[config.mk]
export PLATFORM = sky130hd
export DESIGN_NAME = exec_unit
export DESIGN_NICKNAME = d
export VERILOG_FILES = /design/src/rtl/exec_pkg.sv /design/src/rtl/alu.sv /design/src/rtl/exec_unit.sv
export SDC_FILE = /design/constraint.sdc
export NUM_CORES = 1
export LEC_CHECK = 0
export ABC_AREA = 1
export CORE_ASPECT_RATIO = 0.9
export CORE_MARGIN = 1.5
export CORE_UTILIZATION = 56
export CTS_BUF_LIST = sky130_fd_sc_hd__clkbuf_8
export DETAILED_ROUTE_END_ITERATION = 10
export DONT_BUFFER_PORTS = 1
export PLACE_DENSITY = 0.71
export RECOVER_POWER = 50
export SYNTH_ARGS = -nofsm -noshare
export SYNTH_HDL_FRONTEND = slang
export SYNTH_SLANG_ARGS = --single-unit
export TNS_END_PERCENT = 30
[constraint.sdc]
create_clock -name clk -period 4.9 [get_ports clk]
set_input_delay 0.735 -clock clk [delete_from_list [all_inputs] [get_ports clk]]
set_output_delay 0.735 -clock clk [all_outputs]
set_load 0.005 [all_outputs]
[src/rtl/exec_pkg.sv]
// Shared definitions for the exec_unit slice: opcodes, instruction layout, FSM states.
// Latency: n/a (types and constants only).
// Backpressure: n/a.
package exec_pkg;

    localparam int INSTR_WIDTH = 16;

    // ALU opcode map
    typedef enum logic [2:0] {
        OP_ADD = 3'b000,
        OP_SUB = 3'b001,
        OP_AND = 3'b010,
        OP_OR  = 3'b011,
        OP_XOR = 3'b100,
        OP_CMP = 3'b101,
        OP_SHL = 3'b110,
        OP_SHR = 3'b111
    } op_e;

    // Instruction word, MSB first: [15:13] op, [12:11] rd/rsA, [10:9] rsB, [8] imm_sel, [7:0] imm
    typedef struct packed {
        op_e        op;
        logic [1:0] rd;
        logic [1:0] rsb;
        logic       imm_sel;
        logic [7:0] imm;
    } instr_t;

    // Sequencer states
    typedef enum logic [1:0] {
        ST_IDLE = 2'd0,
        ST_EXEC = 2'd1,
        ST_WB   = 2'd2
    } state_e;

endpackage

[src/rtl/alu.sv]
// Unsigned ALU: add/sub/logic/compare/shift with carry and compare outputs.
// Latency: purely combinational, zero cycles.
// Backpressure: none; outputs follow inputs.
module alu
    import exec_pkg::*;
#(
    parameter int WIDTH        = 8,
    parameter int OPCODE_WIDTH = 3
) (
    input  logic [OPCODE_WIDTH-1:0] op,
    input  logic [WIDTH-1:0]        a,
    input  logic [WIDTH-1:0]        b,
    output logic [WIDTH-1:0]        y,
    output logic                    carry,
    output logic                    gt,
    output logic                    eq
);

    op_e            op_sel;
    logic [WIDTH:0] sum;

    assign op_sel = op_e'(op);
    assign sum    = {1'b0, a} + {1'b0, b};
    assign gt     = (a > b);
    assign eq     = (a == b);

    // Operation select; carry is only meaningful for ADD. Logical shifts by
    // WIDTH or more already produce zero, which is the intended behaviour.
    always_comb begin
        y     = '0;
        carry = 1'b0;
        case (op_sel)
            OP_ADD: begin
                y     = sum[WIDTH-1:0];
                carry = sum[WIDTH];
            end
            OP_SUB:  y = a - b;
            OP_AND:  y = a & b;
            OP_OR:   y = a | b;
            OP_XOR:  y = a ^ b;
            OP_CMP:  y = a - b;
            OP_SHL:  y = a << b;
            OP_SHR:  y = a >> b;
            default: y = '0;
        endcase
    end

endmodule

[src/rtl/exec_unit.sv]
// Single-issue execute unit: 4-entry register file, operand latch, ALU, write-back.
// Latency: accept at edge N -> registered done/result/regs at edge N+2; next accept at N+3.
// Backpressure: instr_ready only in IDLE; instr_valid elsewhere is ignored, nothing queued.
module exec_unit
    import exec_pkg::*;
#(
    parameter int WIDTH        = 8,
    parameter int OPCODE_WIDTH = 3,
    parameter int NREGS        = 4
) (
    input  logic                   clk,
    input  logic                   rst_n,
    input  logic                   instr_valid,
    output logic                   instr_ready,
    input  logic [INSTR_WIDTH-1:0] instr,
    output logic                   done,
    output logic [WIDTH-1:0]       result,
    output logic [2:0]             flags,
    input  logic [1:0]             dbg_addr,
    output logic [WIDTH-1:0]       dbg_data
);

    state_e                  state;
    state_e                  state_nxt;
    logic                    accept;
    logic                    exec_en;
    logic                    wb_en;
    logic                    is_cmp;

    instr_t                  instr_d;
    logic [WIDTH-1:0]        regs [NREGS];

    logic [OPCODE_WIDTH-1:0] op_q;
    logic [1:0]              rd_q;
    logic [WIDTH-1:0]        a_q;
    logic [WIDTH-1:0]        b_q;

    logic [WIDTH-1:0]        alu_y;
    logic                    alu_c;
    logic                    alu_g;
    logic                    alu_e;

    logic [WIDTH-1:0]        y_q;
    logic                    c_q;
    logic                    g_q;
    logic                    e_q;

    assign instr_d  = instr_t'(instr);
    assign dbg_data = regs[dbg_addr];

    // State register
    always_ff @(posedge clk or negedge rst_n) begin
        if (!rst_n) begin
            state <= ST_IDLE;
        end else begin
            state <= state_nxt;
        end
    end

    // Next-state: IDLE waits for an offer, EXEC and WB each last one cycle
    always_comb begin
        state_nxt = state;
        case (state)
            ST_IDLE: if (instr_valid) state_nxt = ST_EXEC;
            ST_EXEC: state_nxt = ST_WB;
            ST_WB:   state_nxt = ST_IDLE;
            default: state_nxt = ST_IDLE;
        endcase
    end

    // State-decoded controls
    always_comb begin
        instr_ready = (state == ST_IDLE);
        accept      = instr_ready && instr_valid;
        exec_en     = (state == ST_EXEC);
        wb_en       = (state == ST_WB);
        is_cmp      = (op_q == OPCODE_WIDTH'(OP_CMP));
    end

    // Operand latch: capture op, destination and both operands at acceptance
    always_ff @(posedge clk or negedge rst_n) begin
        if (!rst_n) begin
            op_q <= '0;
            rd_q <= '0;
            a_q  <= '0;
            b_q  <= '0;
        end else if (accept) begin
            op_q <= OPCODE_WIDTH'(instr_d.op);
            rd_q <= instr_d.rd;
            a_q  <= regs[instr_d.rd];
            b_q  <= instr_d.imm_sel ? WIDTH'(instr_d.imm) : regs[instr_d.rsb];
        end
    end

    alu #(
        .WIDTH        (WIDTH),
        .OPCODE_WIDTH (OPCODE_WIDTH)
    ) u_alu (
        .op    (op_q),
        .a     (a_q),
        .b     (b_q),
        .y     (alu_y),
        .carry (alu_c),
        .gt    (alu_g),
        .eq    (alu_e)
    );

    // ALU output register, loaded at the end of EXEC
    always_ff @(posedge clk or negedge rst_n) begin
        if (!rst_n) begin
            y_q <= '0;
            c_q <= 1'b0;
            g_q <= 1'b0;
            e_q <= 1'b0;
        end else if (exec_en) begin
            y_q <= alu_y;
            c_q <= alu_c;
            g_q <= alu_g;
            e_q <= alu_e;
        end
    end

    // Retire at the end of WB: done pulse, result, flags {G,E,C}, register write
    always_ff @(posedge clk or negedge rst_n) begin
        if (!rst_n) begin
            done   <= 1'b0;
            result <= '0;
            flags  <= 3'b000;
            for (int i = 0; i < NREGS; i++) begin
                regs[i] <= '0;
            end
        end else begin
            done <= wb_en;
            if (wb_en) begin
                result <= y_q;
                if (is_cmp) begin
                    // compare touches only G/E and never the register file
                    flags[2:1] <= {g_q, e_q};
                end else begin
                    flags[0]   <= c_q;
                    regs[rd_q] <= y_q;
                end
            end
        end
    end

endmodule

* Word-level counts from Yosys, hierarchy flattened *
Index checks and enable logic that the tools add are counted.

storage, ports and cells
  register bits = 78
  bits of input ports = 21
  output and inout bits = 21

cells by class
  $lt $le $gt $ge = 6
  shifts and indexed selects = 2
  mux-type cells = 17
  $add $sub $neg = 2
  equality and inequality tests = 11
  bitwise logic cells = 8
  reductions and logical operators = 7

operator list
  kind                  number
  $mux W8               8
  $pmux W8 S7           1
  $bmux W8 S2           3
  $bwmux W32            1
  $demux W8 S2          1
  $eq A3 B3 Y1 const B  4
  $ge A3 B3 Y1 const B  4
  $not A2 Y3            4
  $add A8 B8 Y9         1
  $and A8 B8 Y8         1
  $eq A8 B8 Y1          1
  $gt A8 B8 Y1          1
  $or A8 B8 Y8          1
  $shl A8 B8 Y8         1
  $shr A8 B8 Y8         1
  $sub A8 B8 Y8         1
  $xor A8 B8 Y8         1
  $eq A3 B2 Y1 const B  2
  $pmux W2 S2           1
  $reduce_and A2 Y1     2
  $eq A3 B1 Y1 const B  1
  $logic_not A3 Y1      1
  $lt A3 B1 Y1 const B  1
  $eq A2 B1 Y1 const B  1
  8 further kinds       9

* Logic depth before layout (Yosys ltp) *
Gate-level depths: netlist (run 1).

  depth after elaboration = 6
  mapped depth = 15
  gate-level depth less buffers = 14

* Modules after synthesis *
Synthesis (run 1) repeated with hierarchy kept, for this count alone.

second synthesis, totals
  cell total of the unflattened synthesis = 820
  area, all modules = 5561.6 µm²

modules (own cells, without submodules)
  module     cells each  area an instance (µm²)  times used
  exec_unit  493         3843.7                  1
  alu        327         1717.9                  1

* Worst setup path before layout (run 1) *
Ideal clock, no wire load.

  path kind = input-to-output
  start = input dbg_addr[1]
  end = output dbg_data[0]
  arrival time = 1.344 ns
  data required time = 4.165 ns
  stages = 4
  slack = 2.821 ns
  path through = inv_1 -> clkbuf_1 -> o21ai_0 -> o21ai_0

on the way
  longest elaborated chain between the ends = 4

ends and longest elaborated chain
  what                                        RTL line         source
  start: declaration                          exec_unit.sv:19  input logic [1:0] dbg_addr,
  $not A2 Y3 (implied by the code)            exec_unit.sv:49  assign dbg_data = regs[dbg_addr];
  $bmux W8 S2                                 exec_unit.sv:49
  $mux W8 (implied by the code) (2 in a row)  exec_unit.sv:49
  end: declaration                            exec_unit.sv:20  output logic [WIDTH-1:0] dbg_data

Every way passes these cells. The select of a mux whose other input is x is not followed.

* Worst setup path after layout (run 1) *
  start = input dbg_addr[0]
  end = output dbg_data[6]

Same word-level chain as after synthesis.

==> results of run 1 <==
[synth_stat cells (all sizes together)]
cell type | instances | area (um^2)
dfrtp | 78 | 1950
nor2 | 61 | 264
or2 | 1 | 6.26
o21bai | 2 | 15.0
a31oi | 1 | 6.26
clkbuf | 16 | 60.1
o21ai | 137 | 716
buf | 9 | 50.0
nand4 | 7 | 43.8
a22oi | 6 | 45.0
nand2 | 156 | 591
nand3 | 71 | 400
o22ai | 15 | 93.8
fa | 2 | 40.0
ha | 24 | 300
a211oi | 1 | 7.51
a21oi | 48 | 240
a41oi | 2 | 17.5
o311ai | 1 | 8.76
xnor2 | 1 | 8.76
inv | 94 | 355
mux2 | 1 | 11.3
xor2 | 3 | 26.3
nand3b | 3 | 22.5
o221ai | 1 | 8.76
clkinv | 3 | 11.3
and2 | 1 | 6.26
nor3 | 4 | 20.0
[worst paths after layout]
path,to,from,cells after the start,slack [ns]
hold reg to reg,done,state[0],1,0.48
hold / removal,regs[29],rst_n,0,0.06
setup reg to reg,y_q[3],b_q[2],9,2.69
setup / recovery,dbg_data[6],dbg_addr[0],4,2.59
min in group clk,done,state[0],1,0.48
max in group asynchronous,state[0],rst_n,0,4.71
[through the flow]
stage,instance area [um^2],utilization,setup WS (ns),instances,power (W)
final,5590,0.610,2.59,862,0.00308
after global routing,5590,0.610,2.42,862,0.00331
after CTS,5590,0.610,2.63,862,0.00305
after detailed placement,5370,0.586,2.44,846,0.00250
after global placement,5370,0.586,2.43,846,0.00248
after floorplan,5330,-,2.82,749,0.00210
[area by class of cell]
type	instances	area [um^2]	area share
clock buffer	9	124	0.0222
clock inverter	7	96.3	0.0172
inverter	97	367	0.0656
sequential	78	1950	0.349
multi-input combinational	549	2900	0.519
tap	122	153	0.0273
[cells by family (layout without fill, tap and decap cells)]
group,after synthesis,after routing,share of synthesized area
AOI/OAI and AO/OA,214,214,0.217
xor gates and xnor gates,4,4,0.00658
adders and majority gates,26,26,0.0639
buffers and inverters,122,113,0.0895
DFF,78,78,0.366
muxes,1,1,0.00211
and+or+nand+nor,304,304,0.254
[state kept, by name (all words and copies together) (netlist names)]
| signal | count |
|---|---|
| e_q | 1 |
| g_q | 1 |
| a_q | 8 |
| rd_q | 2 |
| done | 1 |
| state | 2 |
| y_q | 8 |
| b_q | 8 |
| op_q | 3 |
| regs | 32 |
| result | 8 |
| c_q | 1 |
| flags | 3 |
[power by group through the flow]
stage / logic, W / registers [W] / clock network, W
3_5_place_dp: 0.00133 / 0.00117 / 0
2_1_floorplan: 0.00103 / 0.00107 / 0
4_1_cts: 0.00134 / 0.00115 / 0.000557
3_3_place_gp: 0.00132 / 0.00116 / 0
5_1_grt: 0.00154 / 0.00119 / 0.000575
6_report: 0.00136 / 0.00117 / 0.000548
[layer usage]
metal / vias up / share of wire
li1: 2471 / -
met1: 2410 / 0.43
met2: 264 / 0.46
met3: 37 / 0.086
met4: 0 / 0.026
met5: - / 0
[critical path: stages]
cell and delay [ns]:
inv_1 0.40, a21oi_1 0.15, o21ai_0 0.12, o21ai_0 0.18
==> flow_metrics.tcl, run 1 <==
set metrics [dict create \
    cts-htree-levels 3 \
    root_buffer "clkbuf_8" \
    final_common_cell "nand2_1" \
    p_seq_frac 0.379 \
    grt_pass1_vias 4723 \
    core-area_mm2 0.00917 \
    ir_drop_mv 0.309 \
    tns_ns 0 \
    maxCapViolCount 0 \
    power_switching_w 0.00146 \
    viasPerCell 6.01 \
    final_cell_mix "nand2_1, o21ai_0, inv_1" \
    power.density_mw_per_mm2 551 \
    cp.required_ns 4.16 \
    crit_fanout 22 \
    start_util 0.581 \
    ant_nets 0 \
    clock_sinks 78 \
    worstMarginPinSlew_ns 0.712 \
    grt_max_degree 79 \
    avgSynthCellArea_um2 7.11 \
    ys_ff_latch 78 \
    routedWlPerCell_um 18.6 \
    combPwrFrac 0.443 \
    grt_overflow_total 0 \
    cp-end-kind "output pin" \
    grt_use_met2 0.549 \
    p_sw_frac 0.473 \
    hold_path.class "input port to asynchronous set/reset pin" \
    clock_skew_ns 0.0162 \
    final-max-slew-violation-count 0 \
    start_kind "input port" \
    drc 0 \
    synth_cells 749 \
    vias 5182 \
    p_int_w 0.00162 \
    clockBufferDepth 2 \
    cts_setup_buffers 0 \
    ios 42 \
    synth_warnings 0 \
    dieWidth_um 106 \
    synth_area_mm2 0.00533 \
    drtPass1Iterations 5 \
    num_rows 33 \
    fmax_ghz 0.432 \
    fin_nets 782 \
    die_y_um 95.5 \
    grt_pass1_wl_mm 25.4 \
    area_growth_pct 4.93 \
    die_area_mm2 0.0101 \
    setup_viol 0 \
    hpwl_mm 12.1 \
    cts_hold_buf 0 \
    cts_tree "yes" \
    cts.repair.resized 0 \
    period_share 0.472 \
    crit_type "input port to output pin" \
    outcome "completed" \
    hold_slack_ns 0.0613 \
    drive_above_1_share 0.0635 \
    drt_iter0_markers 492 \
    fill_cells 882 \
    routabilityCongestion 0.951 \
    clk_latency_ns 0.36 \
    rsz0062_at_grt "no" \
    max_slew_margin 0.525 \
    use_met3 0.0602 \
    clkPwrFrac 0.178 \
    fin_crit_ns 2.31 \
    finalHoldViolations 0 \
    drt-total-wl_mm 16.0 \
    track_usage 0.330 \
    grt_use_met1 0.444 \
    antenna_found_initial 0 \
    p_leak_nw 2.68 \
    cp_data_arrival_time_ns 1.58 \
    cts.reportedPaths.clkPinSlew_ns 0.09 \
    syn-num-nets 796 \
    insertedDiodeCount 0 \
    io_buffers 0 \
    yosysSeqAreaShare 0.366 \
    numCtsBuffers 9 \
    busiest_layer "met2" \
    synth.distinct_cells 38 \
]
(Power assumes the default switching activity.)
==> inputs of run 2 (changes only) <==
==> constraint.sdc (replaced) <==
create_clock -name clk -period 2.25 [get_ports clk]
set_input_delay 0.3375 -clock clk [delete_from_list [all_inputs] [get_ports clk]]
set_output_delay 0.3375 -clock clk [all_outputs]
set_load 0.005 [all_outputs]
==> run 2 against run 1 <==
Net effect:
- final cell count up 1.3%
- sequential power up 110%
- non-clock buffer count rose by 11
- critical path type is now register to register
- largest power group unchanged
==> flow_metrics.tcl, run 2 (same netlist as run 1, synthesis figures left out) <==
set metrics [dict create \
    antenna_found_initial 0 \
    grt_use_met1 0.463 \
    r2r-start "a_q[2]" \
    clk_latency_ns 0.36 \
    ir_drop_mv 0.620 \
    grt_max_degree 79 \
    hold_path.class "input port to register" \
    clock_sinks 78 \
    cts.reportedPaths.clkPinSlew_ns 0.08 \
    cts_tree "yes" \
    crit_fanout 11 \
    setup_viol 0 \
    finalHoldViolations 0 \
    root_buffer "clkbuf_8" \
    drtPass1Iterations 8 \
    place_ws_ns 0.256 \
    reg2regPathDepth 10 \
    tns_ns 0 \
    grt_use_met2 0.549 \
    cp-end-kind "register" \
    maxCapViolCount 0 \
    start_kind "register" \
    fmax_ghz 0.484 \
    die_area_mm2 0.0101 \
    drt_iter0_markers 400 \
    start_util 0.581 \
    final_common_cell "nand2_1" \
    area_growth_pct 6.62 \
    hpwl_mm 12.4 \
    cp_data_arrival_time_ns 2.35 \
    power.density_mw_per_mm2 1210 \
    hp-start "instr[13]" \
    busiest_layer "met2" \
    slowest_delay_ns 0.51 \
    hold_slack_ns 0.0976 \
    worst_path_max_delay_cell "ha_1" \
    clock_skew_ns 0.00934 \
    r2r_end "y_q[3]" \
    core-area_mm2 0.00917 \
    num_rows 33 \
    outcome "completed" \
    fin_nets 793 \
    io_buffers 0 \
    p_leak_nw 2.73 \
    routabilityCongestion 0.993 \
    largest_register_ffs 32 \
    drive_above_1_share 0.0799 \
    grt_pass1_vias 4982 \
    min_to "op_q[0]" \
    period_share 0.918 \
    vias 5277 \
    grt_overflow_total 0 \
    r2r_slack_ns 0.18 \
    rsz0062_at_grt "no" \
    ios 42 \
    insertedDiodeCount 0 \
    cp.required_ns 2.53 \
    max_slew_margin 0.259 \
    worstMarginPinSlew_ns 1.11 \
    drc 0 \
    viasPerCell 6.04 \
    crit_type "register to register" \
    drt-total-wl_mm 16.6 \
    dieWidth_um 106 \
    numCtsBuffers 9 \
    use_met3 0.0670 \
    fin_crit_ns 2.07 \
    final-max-slew-violation-count 0 \
    final_cell_mix "nand2_1, o21ai_0, inv_1" \
    setup_slack_ns 0.184 \
    path_cells "inv_1, ha_1, inv_1, a21oi_1, nand2_1, a21oi_1, o21ai_0, nand3b_1, inv_1, a21oi_1" \
    ant_nets 0 \
    grt_pass1_wl_mm 26.5 \
    max_flop_register "regs" \
    track_usage 0.345 \
    cts-htree-levels 3 \
    hold_depth 2 \
    routedWlPerCell_um 19.1 \
    die_y_um 95.5 \
    clockBufferDepth 2 \
]
-- run 2: cell count changes in the layout (fill, tap and decap cells not counted), sizes merged --
cell / delta
clkinvlp: -1
clkinv: +2
inv: -1
dlygate4sd3: +1
clkbuf: +1
buf: +9
-- run 2: how the worst max path moves through the flow --
stage | start | endpoint | slack, ns | depth (start not counted)
after floorplan | b_q[2] | y_q[7] | 0.42 | 14
after global placement | b_q[0] | y_q[6] | 0.27 | 10
after detailed placement | a_q[1] | y_q[7] | 0.26 | 14
after CTS | b_q[3] | y_q[6] | 0.23 | 11
after global routing | a_q[2] | y_q[7] | 0.01 | 13
final | a_q[2] | y_q[3] | 0.18 | 10
-- run 2: worst max-delay path: cells and delay by family, from the launching register on --
kind,cells,cell delay (ns)
flip-flops,1,0.41
AO/OA/AOI/OAI,4,0.59
buffers and inverters,3,0.24
adder cells (fa/ha/maj),1,0.51
AND/OR/NAND/NOR,2,0.24
-- run 2: power breakdown --
group          switching [W]  internal (W)
Clock               0.000575      0.000629
Sequential          0.000551       0.00194
Combinational        0.00212       0.00104
Total                0.00325       0.00360
-- run 2: layout make-up --
cell class | instances | area (um^2)
timing repair buffer | 11 | 85.1
inverter | 97 | 367
clock buffer | 9 | 124
multi-input combinational | 549 | 2900
clock inverter | 7 | 97.6
tap | 122 | 153
sequential | 78 | 1950
fill | 859 | 3490
-- run 2: metrics by stage --
| step | util | power [W] | cells | cell area (um^2) |
|---|---|---|---|---|
| after floorplan | - | 0.00458 | 749 | 5330 |
| after global placement | 0.593 | 0.00541 | 855 | 5440 |
| after detailed placement | 0.593 | 0.00550 | 855 | 5440 |
| after CTS | 0.621 | 0.00677 | 873 | 5700 |
| after global routing | 0.620 | 0.00734 | 873 | 5680 |
| final | 0.620 | 0.00685 | 873 | 5680 |
-- run 2: per-layer routing --
| layer | wire length [um] | vias up |
|---|---|---|
| li1 | - | 2495 |
| met1 | 7070 | 2464 |
| met2 | 7550 | 272 |
| met3 | 1400 | 46 |
| met4 | 610 | 0 |
| met5 | 0 | - |
-- run 2: timing repair --
item / CTS / global route
hold endpoints to repair: 78 / 0
setup endpoints to repair: 0 / 2
gates resized for setup: 0 / 2
buffers inserted: 0 / 0
hold buffers: 2 / 0
